$ cat config.mk
export PLATFORM = sky130hd
export DESIGN_NAME = bcd_demux
export DESIGN_NICKNAME = d
export VERILOG_FILES = /design/src/rtl/bcd_pkg.sv /design/src/rtl/bcd_stable_detect.sv /design/src/rtl/bcd_demux.sv
export SDC_FILE = /design/constraint.sdc
export NUM_CORES = 1
export LEC_CHECK = 0
export CORE_MARGIN = 5
export CORE_UTILIZATION = 40
export DETAILED_ROUTE_END_ITERATION = 7
export PLACE_DENSITY = 0.64
export SLEW_MARGIN = 20
export SYNTH_ARGS = -nofsm -noshare
export SYNTH_HDL_FRONTEND = slang
export SYNTH_SLANG_ARGS = --single-unit
$ cat constraint.sdc
create_clock -name i_clk -period 4.2 [get_ports i_clk]
set_input_delay 0.42 -clock i_clk [delete_from_list [all_inputs] [get_ports i_clk]]
set_output_delay 0.42 -clock i_clk [all_outputs]
set_load 0.02 [all_outputs]
$ cat src/rtl/bcd_pkg.sv
// bcd_pkg: shared BCD widths, demux FSM encodings and the clogb2 sizing helper
package bcd_pkg;
   localparam int BCD_W = 4;
   localparam logic [BCD_W-1:0] BCD_MAX = 4'd9;
   typedef enum logic [1:0] {
      S_WAIT    = 2'd0,
      S_CAPTURE = 2'd1,
      S_HOLD    = 2'd2
   } state_t;
   function automatic int clogb2(input int v);
      int r;
      r = 0;
      while ((1 << r) < v) r++;
      return (r < 1) ? 1 : r;
   endfunction
endpackage

$ cat src/rtl/bcd_stable_detect.sv
// bcd_stable_detect: registers the select/data pair and flags it once unchanged for SETTLE_CYCLES
module bcd_stable_detect import bcd_pkg::*; #(
   parameter int DISPLAYS_NUM  = 4,
   parameter int SETTLE_CYCLES = 2
) (
   input  logic                    i_clk,
   input  logic                    i_rst,
   input  logic [DISPLAYS_NUM-1:0] bcd_sel,
   input  logic [BCD_W-1:0]        bcd_muxed,
   output logic [DISPLAYS_NUM-1:0] sel,
   output logic [BCD_W-1:0]        dat,
   output logic                    settled,
   output logic                    changed
);
   localparam int CW = clogb2(SETTLE_CYCLES + 1);
   localparam logic [CW-1:0] S_MAX  = CW'(SETTLE_CYCLES);
   localparam logic [CW-1:0] S_LAST = CW'(SETTLE_CYCLES - 1);
   logic [DISPLAYS_NUM+BCD_W-1:0] prev;
   logic [CW-1:0] cnt;
   assign changed = {sel, dat} != prev;
   assign settled = !changed && cnt == S_LAST;
   always_ff @(posedge i_clk or posedge i_rst) begin
      if (i_rst) begin
         sel  <= '0;
         dat  <= '0;
         prev <= '0;
         cnt  <= '0;
      end else begin
         sel  <= bcd_sel;
         dat  <= bcd_muxed;
         prev <= {sel, dat};
         cnt  <= changed ? '0 : (cnt == S_MAX ? cnt : cnt + CW'(1));
      end
   end
endmodule

$ cat src/rtl/bcd_demux.sv
// bcd_demux: rebuilds the parallel BCD word from a scanned digit bus, one valid pulse per full frame
// Optional BCD_DEMUX_BCD_CHECK_EN rejects nibbles above 9 and discards the frame in progress
module bcd_demux import bcd_pkg::*; #(
   parameter int DISPLAYS_NUM  = 4,
   parameter int SETTLE_CYCLES = 2
) (
   input  logic                          i_clk,
   input  logic                          i_rst,
   input  logic [BCD_W-1:0]              i_bcd_muxed,
   input  logic [DISPLAYS_NUM-1:0]       i_bcd_sel,
   output logic [DISPLAYS_NUM*BCD_W-1:0] o_bcd_data,
   output logic                          o_frame_valid,
   output logic [DISPLAYS_NUM-1:0]       o_digit_mask,
   output logic                          o_sel_err,
   output logic                          o_bcd_err
);
   logic [DISPLAYS_NUM-1:0] r_sel, mask, mask_base;
   logic [BCD_W-1:0] r_dat;
   logic [DISPLAYS_NUM*BCD_W-1:0] shadow;
   logic settled, changed, one_hot, full, bad, cap, wr;
   state_t state;
   bcd_stable_detect #(.DISPLAYS_NUM(DISPLAYS_NUM), .SETTLE_CYCLES(SETTLE_CYCLES)) u_stable (
      .i_clk(i_clk),
      .i_rst(i_rst),
      .bcd_sel(i_bcd_sel),
      .bcd_muxed(i_bcd_muxed),
      .sel(r_sel),
      .dat(r_dat),
      .settled(settled),
      .changed(changed)
   );
   always_comb begin
      one_hot   = r_sel != '0 && (r_sel & (r_sel - DISPLAYS_NUM'(1))) == '0;
      full      = &mask;
`ifdef BCD_DEMUX_BCD_CHECK_EN
      bad       = r_dat > BCD_MAX;
`else
      bad       = 1'b0;
`endif
      cap       = state == S_WAIT && settled;
      wr        = cap && one_hot && !bad;
      mask_base = full ? '0 : mask;
   end
   assign o_digit_mask = mask;
   // The capture is committed on the WAIT->CAPTURE edge so the error pulses line up with CAPTURE
   always_ff @(posedge i_clk or posedge i_rst) begin
      if (i_rst) begin
         state         <= S_WAIT;
         shadow        <= '0;
         mask          <= '0;
         o_bcd_data    <= '0;
         o_frame_valid <= 1'b0;
         o_sel_err     <= 1'b0;
         o_bcd_err     <= 1'b0;
      end else begin
         state         <= state == S_WAIT ? (settled ? S_CAPTURE : S_WAIT) : (changed ? S_WAIT : S_HOLD);
         o_frame_valid <= full;
         o_sel_err     <= cap && r_sel != '0 && !one_hot;
         o_bcd_err     <= cap && one_hot && bad;
         if (full) o_bcd_data <= shadow;
         mask          <= cap && one_hot ? (bad ? '0 : mask_base | r_sel) : mask_base;
         for (int k = 0; k < DISPLAYS_NUM; k++)
            if (wr && r_sel[k]) shadow[BCD_W*(DISPLAYS_NUM-k-1) +: BCD_W] <= r_dat;
      end
   end
endmodule

Yosys cells after proc, flatten, opt, wreduce, memory -nomap -nowiden
Cells that the tools add are included.

storage, ports and cells
  flip-flop bits (word level) = 58
  bits of input ports = 10
  output and inout bits = 23

operators by class
  add/subtract/negate cells = 2
  equality and inequality tests = 4
  mux-type cells = 7
  bitwise gates (word level) = 2
  reductions and logical operators = 16

operator list
  operator                                                count
  logical AND 1 bit                                       10
  two-way mux 2 bit                                       4
  two-way mux 4 bit                                       2
  inequality test 8 bit                                   1
  AND 4 bit                                               1
  logical NOT 4 bit                                       1
  bitwise OR 4 bit                                        1
  AND reduction 4 bit                                     1
  nonzero test 4 bit                                      1
  subtractor 4 x 1 -> 4 bit (second input constant)       1
  adder 2 x 1 -> 2 bit (second input constant)            1
  equality test 2 x 1 -> 1 bit (second input constant)    1
  equality test 2 bit (second input constant)             1
  logical NOT 1 bit                                       2
  logical NOT 2 bit                                       1
  inequality test 2 x 1 -> 1 bit (second input constant)  1
  two-way mux 1 bit                                       1

Depth between registers and ports, before layout
  depth after elaboration = 6
  gate-level depth with buffers = 8

Cells and area by module
A second synthesis with hierarchy kept.

second synthesis, totals
  cell total of the unflattened synthesis = 142
  area total of the unflattened synthesis = 2142.1 sq um

modules (own cells, without submodules)
  module             times used  cells each  area an instance (sq um)  seq. area each (sq um)
  bcd_demux          1           101         1530.2                    1001.0
  bcd_stable_detect  1           41          611.8                     450.4

Least setup slack after synthesis
Ideal clock, no wire load.

  path type = register -> register
  from = reg u_stable.cnt[1]
  to = reg shadow[10]
  library setup time = 125 ps
  arrival = 1809 ps
  required time = 4075 ps
  slack = 2267 ps
  cell stages (with the launch flop) = 9
  buffers on the path = 2
  clock period less this slack = 1933 ps
  cell sequence = dfrtp_1 > inv_1 > ha_1 > or3b_1 > buf_6 > nor4_1 > and4_1 > buf_2 > mux2_2

between the ends
  cells in the longest elaborated chain, start to end = 5

RTL lines
  item                           RTL line                 text
  start, declared                bcd_stable_detect.sv:19  logic [CW-1:0] cnt;
  start signal, assigned         bcd_stable_detect.sv:32  cnt <= changed ? '0 : (cnt == S_MAX ? cnt : cnt + CW'(1));
  equality test 2 x 1 -> 1 bit   bcd_stable_detect.sv:21  assign settled = !changed && cnt == S_LAST;
  logical AND 1 bit              bcd_stable_detect.sv:21
  logical AND 1 bit              bcd_demux.sv:40          cap = state == S_WAIT && settled;
  logical AND 1 bit              bcd_demux.sv:41          wr = cap && one_hot && !bad;
  logical AND 1 bit              bcd_demux.sv:63          if (wr && r_sel[k]) shadow[BCD_W*(DISPLAYS_NUM-k-1) +: BCD_W] <= r_dat;
  end signal, assigned by index  bcd_demux.sv:63
  end, declared                  bcd_demux.sv:19          logic [DISPLAYS_NUM*BCD_W-1:0] shadow;

Every way passes these cells.
A chain may end at the register's enable or synchronous reset.

Worst setup path in the final report
  from = reg u_stable.cnt[1]
  to = reg shadow[9]

The elaborated chain is that of the path after synthesis.

==> flow_metrics.env <==
export IMPL_crit_fanout=6
export IMPL_initial_core_util_pct=40.6
export IMPL_vias=1360
export IMPL_coreArea_sq_um=5440
export IMPL_hold_path_class="register to register"
export IMPL_synth_cell_types=30
export IMPL_clock_root_buffer="clkbuf_8"
export IMPL_clock_latency_ns=0.33
export IMPL_grt_ovfl_total=0
export IMPL_drcViolationCount=0
export IMPL_dieArea_sq_um=7110
export IMPL_ys_top_cells_by_area="dfrtp_1, nand2_1, mux2_1, mux2_2, xor2_1"
export IMPL_required_ns=4.42
export IMPL_avgViaCountPerCell=4.64
export IMPL_gp_congestion=0.750
export IMPL_finalSetupViolCount=0
export IMPL_yosys_area_top_type_share_pct=65.6
export IMPL_crit_end="shadow[9]"
export IMPL_port_buffers=31
export IMPL_hold_viol=0
export IMPL_wirelength_um=3910
export IMPL_htree_levels=3
export IMPL_avgSynthCellArea_sq_um=12.4
export IMPL_cts_hold_buf=0
export IMPL_crit_slowest_cell="or3b_1"
export IMPL_grt_first_pass_wirelength_um=6650
export IMPL_p_leak_nw=1.39
export IMPL_synthMuxAreaShare_pct=8.15
export IMPL_synth_compound_area_share_pct=0.792
export IMPL_drv_cap=0
export IMPL_die_w_um=84.3
export IMPL_grt_pass1_vias=1345
export IMPL_pwr_density_cell_nw_per_um2=404
export IMPL_final_cell_area_sq_um=2790
export IMPL_dp_cells=277
export IMPL_fin_util_pct=51.3
export IMPL_cts_buffers=9
export IMPL_fmax_ghz=0.474
export IMPL_drt_iter0_markers=45
export IMPL_place_area_sq_um=2580
export IMPL_rsz0062_at_grt="no"
export IMPL_worst_r2r_endpoint="shadow[9]"
export IMPL_syn_area_sq_um=2210
export IMPL_antenna_cells=0
export IMPL_dr_pass1_iters=4
export IMPL_setup_tns_ns=0
export IMPL_hold_depth=2
export IMPL_crit_type="register to register"
export IMPL_synth_xor_area_share_pct=3.57
export IMPL_cts_sinks=58
export IMPL_reg2reg_depth=6
export IMPL_post_route_period_util_pct=50.2
export IMPL_irDropWorstVdd_mv=0.396
export IMPL_stdcell_count=293
export IMPL_crit_path_start_kind="register"
export IMPL_drive_above_1_share_pct=14.9
export IMPL_area_delta_synth_final_pct=26.1
export IMPL_syn_num_nets=191
export IMPL_yosysSeqAreaShare_pct=65.6
export IMPL_io_pins=33
export IMPL_yosys_area_top_type="dfrtp_1"
export IMPL_arrival_ns=2.33
export IMPL_routedWlPerCell_um=13.4
export IMPL_crit_chain="inv_1, ha_1, or3b_1, nor4_1, and4_1, mux2_2"
export IMPL_yosys_area_share_simple_pct=17.8
export IMPL_synthAdderAreaFrac_pct=1.58
export IMPL_antenna_found_initial=0
export IMPL_ant_nets=0
export IMPL_cts_resized=0
export IMPL_startpoint="u_stable.cnt[1]"
export IMPL_clk_pin_slew_ns=0.07
export IMPL_ys_seq_elements=58
export IMPL_die_h_um=84.3
export IMPL_min_period_ns=2.11
export IMPL_slowest_delay_ns=0.47
export IMPL_final_nets=228
export IMPL_cp_end_kind="register"
export IMPL_grt_util_all_layers_pct=12.5
export IMPL_status="completed"
export IMPL_grt_max_degree=48
export IMPL_synthCells=179
export IMPL_r2r_slack_ns=2.09
export IMPL_rr_startpoint="u_stable.cnt[1]"
export IMPL_cts_buffer_depth=2
export IMPL_maxSlewViolCount=0
export IMPL_tritoncts="done"
export IMPL_synth_top_family_by_area="simple AND/OR/NAND/NOR gates"
export IMPL_rows=27
export IMPL_postCtsSetupRepairBufs=0
export IMPL_finClkSkew_ns=0.00817
export IMPL_tightestPinTransition_ns=0.855
export IMPL_slew_headroom_pct=42.8
export IMPL_hpwlAfterDp_um=2590
export IMPL_yosys_warnings=0
==> placed cells by master (no fill, tap or decap), types with 2 or more instances in the layout <==
master / count
clkinvlp_4: 3
clkbuf_8: 10
clkdlybuf4s50_1: 31
inv_1: 2
xor2_1: 9
nand4_2: 3
ha_1: 2
nor4_2: 3
mux2_1: 8
dfrtp_1: 58
nand2_1: 54
mux2_2: 8
nor2_1: 8
clkinv_2: 2
nand2b_1: 3
==> state kept, by name (all words and copies together) (netlist names) <==
signal / cells
shadow: 16
u_stable.cnt: 2
o_bcd_data: 16
state: 2
u_stable.sel: 4
o_frame_valid: 1
o_sel_err: 1
u_stable.dat: 4
o_digit_mask: 4
u_stable.prev: 8
==> synthesized netlist by cell type, drive strengths merged <==
master and number:
dfrtp 58, nand2 54, mux2 16, xor2 9
nor2 8, nor4 5, buf 4, nand4 4
inv 3, nand2b 3, clkbuf 2, ha 2
a21o 1, a21oi 1, and4 1, clkinv 1
conb 1, maj3 1, nand3 1, nor3 1
o21ai 1, or3 1, or3b 1
==> worst min-delay path by stage <==
stage	start	end	slack, ns
2_1_floorplan	u_stable.dat[3]	u_stable.prev[3]	0.42
3_3_place_gp	shadow[11]	o_bcd_data[11]	0.45
3_5_place_dp	shadow[5]	o_bcd_data[5]	0.45
4_1_cts	shadow[12]	o_bcd_data[12]	0.47
5_1_grt	i_bcd_muxed[2]	u_stable.dat[2]	0.49
6_report	shadow[10]	o_bcd_data[10]	0.46
==> per-stage QoR <==
stage	total power, mW	worst slack [ns]	hold WS (ns)
3_3_place_gp	0.624	2.08	0.448
6_report	1.13	2.09	0.464
5_1_grt	1.18	1.91	0.491
3_5_place_dp	0.625	2.06	0.452
4_1_cts	1.14	2.05	0.465
2_1_floorplan	0.609	2.27	0.425
==> critical path, delay by kind of cell, from the launching register on <==
kind                     cells  cell delay (ns)
buffers and inverters        1             0.06
AND/OR/NAND/NOR              3             1.05
adder cells (fa/ha/maj)      1             0.12
multiplexers                 1             0.37
flip-flops                   1             0.40
==> cell families after synthesis <==
family          count (synthesis)
simple gates                   79
flops                          58
mux                            16
buf+inv                        10
xor+xnor                        9
fa+ha+maj                       3
compound gates                  3
other cells                     1
==> report_power, final <==
part,switching [mW],internal [mW],leakage [nW]
sequential,0.0104,0.566,0.774
combinational,0.0221,0.0145,0.526
clock,0.225,0.289,0.0945
==> layout make-up <==
type / count / area (sq um)
Clock buffer: 10 / 138
Clock inverter: 6 / 66.3
Fill cell: 484 / 2650
Inverter: 4 / 16.3
Multi-Input combinational cell: 111 / 709
Sequential cell: 58 / 1450
Tap cell: 72 / 90.1
Timing Repair Buffer: 32 / 318
==> per-layer routing <==
| metal | up-vias | track usage, % | share of wire [%] |
|---|---|---|---|
| met5 | - | 0 | 0 |
| met2 | 33 | 18.5 | 47 |
| met4 | 0 | 8.63 | 2.2 |
| met3 | 7 | 3.53 | 5.3 |
| li1 | 662 | - | - |
| met1 | 658 | 15.7 | 46 |
(Power assumes the default switching activity.)
